<file path="config.mk">
export PLATFORM = sky130hd
export DESIGN_NAME = jtopl_slot_div
export DESIGN_NICKNAME = d
export VERILOG_FILES = /design/src/rtl/jtopl_slot_div.sv
export SDC_FILE = /design/constraint.sdc
export NUM_CORES = 1
export LEC_CHECK = 0
export CAP_MARGIN = 20
export CORE_MARGIN = 4
export CORE_UTILIZATION = 30
export DETAILED_ROUTE_END_ITERATION = 10
export HOLD_SLACK_MARGIN = 0.03
export MAX_ROUTING_LAYER = met4
export SYNTH_ARGS = -nofsm -noshare
export SYNTH_HDL_FRONTEND = slang
export SYNTH_SLANG_ARGS = --single-unit
export TNS_END_PERCENT = 10
</file>
<file path="constraint.sdc">
create_clock -name clk -period 1.2 [get_ports clk]
set_input_delay 0.24 -clock clk [delete_from_list [all_inputs] [get_ports clk]]
set_output_delay 0.24 -clock clk [all_outputs]
set_load 0.005 [all_outputs]
</file>
<file path="src/rtl/jtopl_slot_div.sv">
// Operator-slot clock divider: cenop every div_sel+1 cen cycles, slot walks 0..OPCOUNT-1, cenfrm on frame wrap.
// Optional freeze input 'hold' when JTOPL_DIV_HOLD_EN is defined; the default build has no hold port.
module jtopl_slot_div #(
  parameter int DIVW    = 3,
  parameter int OPCOUNT = 18,
  parameter int SLOTW   = 5
) (
  input  logic             clk,
  input  logic             rst,
  input  logic             cen,
  input  logic [DIVW-1:0]  div_sel,
`ifdef JTOPL_DIV_HOLD_EN
  input  logic             hold,
`endif
  output logic             cenop,
  output logic             zero,
  output logic [SLOTW-1:0] slot,
  output logic             cenfrm
);

  localparam logic [SLOTW-1:0] LAST = SLOTW'(OPCOUNT - 1);

  logic [DIVW-1:0] cnt;
  logic [DIVW-1:0] div_q;
  logic            run;
  logic            adv;
  logic            match;
  logic            last;

`ifdef JTOPL_DIV_HOLD_EN
  assign run = ~hold;
`else
  assign run = 1'b1;
`endif

  assign adv   = cen & run;
  assign match = (cnt == div_q);
  assign last  = (slot == LAST);

  always_ff @(posedge clk) begin
    if (rst) begin
      cnt    <= '0;
      div_q  <= div_sel;
      slot   <= '0;
      zero   <= 1'b0;
      cenop  <= 1'b0;
      cenfrm <= 1'b0;
    end else begin
      cenop  <= adv & match;
      cenfrm <= adv & match & last;
      if (adv) begin
        cnt <= match ? '0 : cnt + DIVW'(1);
        // Ratio only changes at the frame boundary, so a frame never mixes spacings.
        if (match && last)
          div_q <= div_sel;
      end
      if (cenop && run) begin
        slot <= last ? '0 : slot + SLOTW'(1);
        zero <= last;
      end
    end
  end

endmodule

</file>
==> results of run 1 <==
[worst max-delay path, stage by stage, from the launching register on]
cell	delay, ps
edfxtp_1	420
xnor2_1	150
and3_4	200
or3b_1	360
a21oi_2	120
[path summary, 6_finish.rpt]
| path | slack (ps) | endpoint | from | depth (start not counted) |
|---|---|---|---|---|
| setup / recovery | -120 | cnt[0] | div_q[2] | 4 |
| hold / removal | 470 | zero | zero | 2 |
| setup reg to reg | -120 | cnt[0] | div_q[2] | 4 |
| hold reg to reg | 470 | zero | zero | 2 |
[repair_timing]
item / in CTS / in global routing
endpoints found under the setup margin: 17 / 14
pin swaps: 2 / 3
setup buffers: 3 / 0
resized for setup: 15 / 6
[placed cells by master, fill, tap and decap left out, types with 2 or more instances in the layout]
cell	n
dfxtp_1	5
clkbuf_2	2
buf_4	16
nand2b_1	4
nand4_1	2
ha_1	3
clkbuf_4	3
nor2_1	8
nand2_1	4
clkdlybuf4s50_1	5
dfxtp_2	6
xnor2_2	2
a21oi_1	3
xor2_1	3
edfxtp_1	3
dlygate4sd2_1	6
xnor2_1	2
[cells by family after synthesis]
| group | count (synthesis) | synth area share (%) |
|---|---|---|
| and+or+nand+nor | 26 | 23.6 |
| adders and majority gates | 3 | 6.11 |
| muxes | 1 | 1.63 |
| buffers and inverters | 3 | 2.44 |
| xor gates and xnor gates | 7 | 9.98 |
| DFF | 14 | 50.5 |
| AOI/OAI and AO/OA | 6 | 5.70 |
[through the flow]
step / instance area, µm² / cells / utilization (%) / setup TNS, ps
after detailed placement: 883 / 111 / 45.0 / -851
final: 942 / 118 / 48.0 / -421
after global routing: 942 / 118 / 48.0 / -1160
after CTS: 932 / 118 / 47.5 / -456
after global placement: 883 / 111 / 45.0 / -801
after floorplan: 633 / 60 / - / -176
[power by group]
part | internal (mW) | switching, mW
logic | 0.0869 | 0.0559
registers | 0.498 | 0.0134
clock network | 0.120 | 0.145
[state kept, by name (all words and copies together) (netlist names)]
signal  count
slot        5
cenfrm      1
cnt         3
div_q       3
zero        1
cenop       1
[layer usage]
metal  GRT usage, %  wire length (µm)  up-vias
met1           12.2               552      221
met2           18.8               633        6
met3           3.66                54        2
li1               -                 -      269
met5              -                 0        -
met4           5.11                 4        0
[cell type report]
class | instances | share of cell area [%]
multi-input combinational | 43 | 34.8
sequential | 14 | 33.7
timing repair buffer | 29 | 24.7
tap | 27 | 3.59
clock buffer | 3 | 2.39
clock inverter | 1 | 0.398
inverter | 1 | 0.398
==> flow_results.org, run 1 <==
** STA
- Worst Hold Slack :: 471 ps
- Fin worst setup slack :: -124 ps
- Fin crit period :: 1320 ps
- Actual transition at the worst max-transition pin :: 270 ps
- Setup repair after global routing missed its margin :: true
- Setup violations remaining at the end of the flow were counted as 9.
- Headroom to the max-slew limit :: 82.0%
- The total count of max-transition violations in the final report is 0.
- For this run, the top clock speed supported by timing is 0.755 GHz.
- Post-route clock period utilization :: 110%
- Between clock sinks in the finished design, the worst skew comes to 3.89 ps.
- Final count of hold timing violations :: 0

** Power
- Overall power :: 0.920 mW
- The worst-case IR drop observed on VDD is 620 µV.
- Total power per unit cell area :: 976 nW/µm²
- For this design the static power due to leakage is 0.409 nW.

** Synth
- Synthesized area divided by synthesized cell count :: 10.2 µm²
- Warnings from Yosys :: 0
- Dominant cell by count in the synthesized netlist :: dfxtp_1
- Counting flops with an async set or reset pin after synthesis yields a share of 0%.
- Counting flops with a built-in enable in the synthesized netlist gives 3.
- Number of library cell types mapped by synthesis :: 23
- Ranking of synthesized cells by instance count :: dfxtp_1, nor2_1, nand2_1
- Leading post-synthesis cells by cell area :: dfxtp_1, edfxtp_1, ha_1
- Area share of the largest cell type after synthesis :: 35.8%
- Share of synthesized area occupied by flip-flops and latches :: 50.5%
- Post-synthesis instance area :: 614 µm²
- Synthesis produced 60 cells.
- Number of synthesized register bits :: 14
- Number of nets produced by synthesis :: 69
- The most used flip-flop cell after synthesis is dfxtp_1.
- Most area-hungry cell type in the Yosys netlist :: dfxtp_1

** Drt
- For this block, the via count after detailed routing is 498.
- The first detailed-routing pass ran for 2 iterations.
- Per-cell via count in the routed design :: 4.22
- The final layout contains routed wiring with a total length of 1250 µm.
- After the first detailed-routing iteration, the DRC count stood at 1.
- DRC violations left :: 0
- Antenna-violating nets left :: 0
- Wire per inst :: 10.6 µm

** Floorplanning
- DIE AREA :: 2840 µm²
- The initial utilization of the core area, before any placement, comes to 31.3%.
- Die X-Extent :: 53.3 µm
- In this run the vertical extent of the chip is 53.3 µm.
- For this design the top-level I/O count stands at 14.
- The floorplan step defined a core boundary enclosing 1960 µm².
- Row count :: 16

** GRT
- Largest net degree at the start of global routing :: 9
- In the global route stage, overall resource usage came out at 11.3%.
- Antenna violations before repair :: 0
- The first global-routing pass estimated 2200 µm of wire.
- Global-route congestion overflow total :: 0
- The number of global-route vias before repair came to 514.

** Setup path
- Crit end category :: flop
- For the worst setup path, the data required time is 1410 ps.
- Maximum fanout count along the critical path :: 4
- Arrival time at the worst endpoint :: 1530 ps
- Category of the worst setup path launch point :: flop
- By startpoint and endpoint, the worst setup path is classified as reg -> reg.

** Layout
- Post-layout net count :: 101
- Syn-to-layout area delta :: 53.4%
- Registers take 318 µm².
- After filler insertion, the fill cell instance count of the layout stands at 220.
- The multi-input combinational cells in the finished layout cover a total of 328 µm².
- The repair_antennas step left the layout with diodes totalling 0.
- Of the cells placed in the final design, the portion with a size suffix greater than 1 is 38.5%.

** Placed design
- Detailed placement finished with a half-perimeter wire length of 935 µm.
- Port buffering added 13 buffers.
- Final RePlAce weighted congestion :: 0.696
- Before CTS, the worst setup slack after placement is -126 ps.

** Clock network
- In this run the number of H-tree levels came out at 1.
- Clock-pin slew was measured on the worst setup and hold paths at 80 ps.
- TritonCTS built the clock tree.
- Root Buffer Master :: clkbuf_4
- Clock buffer depth :: 2
- The number of hold buffers added after CTS was 0.
- The tree built by TritonCTS fans out to 14 sinks.
- Buffers inserted during clock tree synthesis total 3.
- Clock latency reported for the late side of the worst-skew pair :: 270 ps

** Status
- The checks that failed: negative setup slack.
- The run finished, with violations left.

** Flow run
- Max Cap Viol :: 0

** Worst hold path
- Min-delay worst type :: reg -> reg
(Power assumes the default switching activity.)
==> inputs of run 2 (changes only) <==
--- a/config.mk
+++ b/config.mk
@@ -7,10 +7,11 @@
 export LEC_CHECK = 0
 export CAP_MARGIN = 20
 export CORE_MARGIN = 4
-export CORE_UTILIZATION = 30
+export CORE_UTILIZATION = 35
 export DETAILED_ROUTE_END_ITERATION = 10
 export HOLD_SLACK_MARGIN = 0.03
 export MAX_ROUTING_LAYER = met4
+export SKIP_LAST_GASP = 1
 export SYNTH_ARGS = -nofsm -noshare
 export SYNTH_HDL_FRONTEND = slang
 export SYNTH_SLANG_ARGS = --single-unit
==> run 2 against run 1 <==
- setup slack got worse by 39 ps
- sequential share of layout area up 1.5 points
- the flow still finishes with violations (negative setup slack)
- global-route usage hardly changed
- worst hold slack better by 5.8 ps
- first-iteration DRC count rose to 4.0 times the previous value
- wire length is 2.7% lower
- register-to-register slack about the same
- final cell count decreased by 12%
- utilization is 9.0 points higher
- critical path depth down 3
==> flow_results.org, run 2 (synthesis gave the netlist of run 1 again) <==
** STA
- The total count of max-transition violations in the final report came to 0 (unchanged).
- The worst slack on hold paths came to 477 ps (was 471 ps).
- Fin worst setup slack :: -163 ps (was -124 ps)
- Post-route clock period utilization :: 114% (was 110%)
- The worst clock skew is 2.82 ps (was 3.89 ps).
- The final count of hold timing violations is 0 (unchanged).
- The accumulated negative setup slack is -1030 ps (was -421 ps).
- Headroom to the max-slew limit :: 78.8% (was 82.0%)
- Setup repair after global routing missed its margin: true (unchanged).
- Maximum operating frequency :: 0.734 GHz (was 0.755 GHz)
- Actual transition at the worst max-transition pin :: 317 ps (was 270 ps)
- The minimum period implied by the final worst setup slack came to 1360 ps (was 1320 ps).
- The final number of setup-violating endpoints came to 10 (was 9).

** GRT
- All-Layer GR Usage :: 11.3% (about the same)
- The number of antenna violations at the first check in global routing was 0 (unchanged).
- The overflow left after global routing came to 0 (unchanged).
- The wire length of the first global-routing pass was 2060 µm (was 2200 µm).
- The number of global-route vias before repair was 489 (was 514).
- Largest net degree at the start of global routing :: 10 (was 9)

** Setup path
- The start of the worst register-to-register path was div_q[2] (unchanged).
- The register-to-register setup slack is -120 ps (about the same).
- Crit end category :: output pin (was flop)
- The worst endpoint data arrival time came to 1120 ps (was 1530 ps).
- Required time of the critical path :: 960 ps (was 1410 ps)
- Maximum fanout count along the critical path :: 3 (was 4)
- Cell depth of the worst flop-to-flop path :: 4 (unchanged)
- The family with the most delay on the worst path is buffers and inverters (was simple AND/OR/NAND/NOR gates).
- The type of origin of the critical path is a flop (unchanged).
- CP Buf/Inv Count :: 1 (was 0)
- Critical path, cell by cell :: clkdlybuf4s50_1 (was xnor2_1 > and3_4 > or3b_1 > a21oi_2)
- Crit-path slowest cell :: clkdlybuf4s50_1 (was edfxtp_1)
- The critical path class is reg -> out (was reg -> reg).
- The delay of the slowest critical-path stage was 490 ps (was 420 ps).
- Reg-to-reg critical path endpoint :: cnt[0] (unchanged)

** Layout
- Largest register FFs :: 5 (unchanged)
- Most common library cell in the layout ignoring fill and taps :: buf_4 (unchanged)
- Largest registers: slot (5), cnt (3), div_q (3) (unchanged).
- Post-Layout Inst Area :: 898 µm² (was 942 µm²)
- Highest-count cells in the layout ignoring fill and taps: buf_4, clkdlybuf4s50_1, nor2_1, dfxtp_1 (was buf_4, nor2_1, dfxtp_2, dlygate4sd2_1).
- Share of layout cells above drive strength 1 :: 28.4% (was 38.5%)
- Post-layout net count :: 98 (was 101)
- The area overhead of the layout relative to synthesis was 46.2% (was 53.4%).
- Diodes inserted :: 0 (unchanged)
- Fill count :: 144 (was 220)
- The top register by number of flip-flops is slot (unchanged).

** Floorplanning
- Die X-Extent :: 49.9 µm (was 53.3 µm)
- The count of standard-cell rows was 14 (was 16).
- The initial core utilization came to 39.0% (was 31.3%).
- The area of the core was 1580 µm² (was 1960 µm²).
- Die boundary height :: 49.9 µm (was 53.3 µm)
- DIE AREA :: 2490 µm² (was 2840 µm²)
- # IOs :: 14 (unchanged)

** Drt
- Total wire length after detailed routing :: 1210 µm (was 1250 µm)
- The total iterations of the first detailed-routing run was 3 (was 2).
- The post-detailed-route via-to-cell ratio was 4.86 (was 4.22).
- Number of DRC violations after detailed-routing iteration 0 :: 4 (was 1)
- The average wire length per cell after detail routing came to 11.7 µm (was 10.6 µm).
- Antenna-violating nets left :: 0 (unchanged)
- The post-route DRC violation count is 0 (unchanged).
- Via count :: 505 (was 498)

** Clock network
- The root buffer selected by CTS was clkbuf_4 (unchanged).
- The number of clock sinks is 14 (unchanged).
- The number of buffers added by the clock tree synthesis step came to 3 (unchanged).
- Htree depth :: 1 (unchanged)
- Clock buffer depth :: 2 (unchanged)
- The latest clock arrival within the worst-skew pair came to 280 ps (was 270 ps).
- The CTS tree was done (unchanged).
- The clock edge transition at the registers on the reported setup and hold paths was 80 ps (about the same).

** Placed design
- The final HPWL from detailed placement came to 910 µm (was 935 µm).
- Final RePlAce weighted congestion :: 0.740 (was 0.696)
- The count of port buffers added during placement was 13 (unchanged).
- Minimum setup slack after placement :: -174 ps (was -126 ps)
- The instance area at placement is 862 µm² (was 883 µm²).

** Power
- The leakage power total was 0.388 nW (was 0.409 nW).
- The total power came to 0.913 mW (was 0.920 mW).
- The worst supply voltage drop on vdd is 671 µV (was 620 µV).
- The ratio of total power to cell area is 1020 nW/µm² (was 976 nW/µm²).

** Status
- Failing checks :: negative setup slack (unchanged)
- Status :: complete, but fails checks (unchanged)

** Worst hold path
- WHS Path Cells :: 2 (unchanged)
- The hold path startpoint is zero (unchanged).
- End point of the most critical hold path :: zero (unchanged)
- Min-delay worst type :: reg -> reg (unchanged)

** Flow run
- Max Cap Viol :: 0 (unchanged)
-- run 2: cell count changes in the layout (fill, tap and decap cells not counted), sizes merged --
| cell | delta |
|---|---|
| clkbuf | -2 |
| clkdlybuf4s50 | +4 |
| dlymetal6s2s | +1 |
| buf | -3 |
| dlygate4sd2 | -3 |
-- run 2: metal layers --
| layer | part of all wire (%) | vias to the layer above | track usage (%) |
|---|---|---|---|
| li1 | - | 260 | - |
| met1 | 43 | 233 | 13.1 |
| met2 | 52 | 8 | 17.6 |
| met3 | 2.7 | 4 | 2.71 |
| met4 | 2.2 | 0 | 6.91 |
| met5 | 0 | - | - |
-- run 2: worst max-delay path by stage --
stage,slack [ps],end,cells past startpoint,startpoint
2_1_floorplan,-50,div_q[0],3,div_q[1]
3_5_place_dp,-170,div_q[2],2,rst
4_1_cts,-170,slot[3],1,slot[3]
6_report,-160,slot[3],1,slot[3]
5_1_grt,-200,slot[3],1,slot[3]
3_3_place_gp,-140,div_q[0],2,rst
-- run 2: per-stage QoR --
step | util (%) | cells
final | 57.0 | 104
after global routing | 57.0 | 104
after CTS | 56.8 | 104
after detailed placement | 54.7 | 99
after global placement | 54.7 | 99
after floorplan | - | 60
-- run 2: repair_timing --
| action | in CTS | in global routing |
|---|---|---|
| pin swaps | 0 | 0 |
| hold buffers | 0 | 0 |
| setup buffers | 1 | 0 |
| resized for setup | 6 | 1 |
| endpoints found under the setup margin | 13 | 18 |
| gates cloned | 0 | 0 |
-- run 2: report_power, final --
group / internal (mW) / leakage, nW / switching (mW)
sequential: 0.498 / 0.121 / 0.0111
clock: 0.121 / 0.0154 / 0.152
combinational: 0.0800 / 0.251 / 0.0509
total: 0.699 / 0.388 / 0.214
-- run 2: final cells by class --
class / instances / area [µm²] / area share (%)
clock buffers: 3 / 22.5 / 2.51
clock inverters: 1 / 3.75 / 0.418
inverters: 1 / 3.75 / 0.418
multi-input cells: 43 / 305 / 34.0
flip-flops and latches: 14 / 317 / 35.2
well taps: 16 / 20.0 / 2.23
repair buffers: 26 / 226 / 25.2
==> inputs of run 3 (changes only) <==
--- a/config.mk
+++ b/config.mk
@@ -9,6 +9,7 @@
 export CORE_MARGIN = 4
 export CORE_UTILIZATION = 35
 export DETAILED_ROUTE_END_ITERATION = 10
+export GPL_ROUTABILITY_DRIVEN = 0
 export HOLD_SLACK_MARGIN = 0.03
 export MAX_ROUTING_LAYER = met4
 export SKIP_LAST_GASP = 1
==> results of run 3 <==
Same layout as run 2: the final DEF is identical, and so are final timing and power.
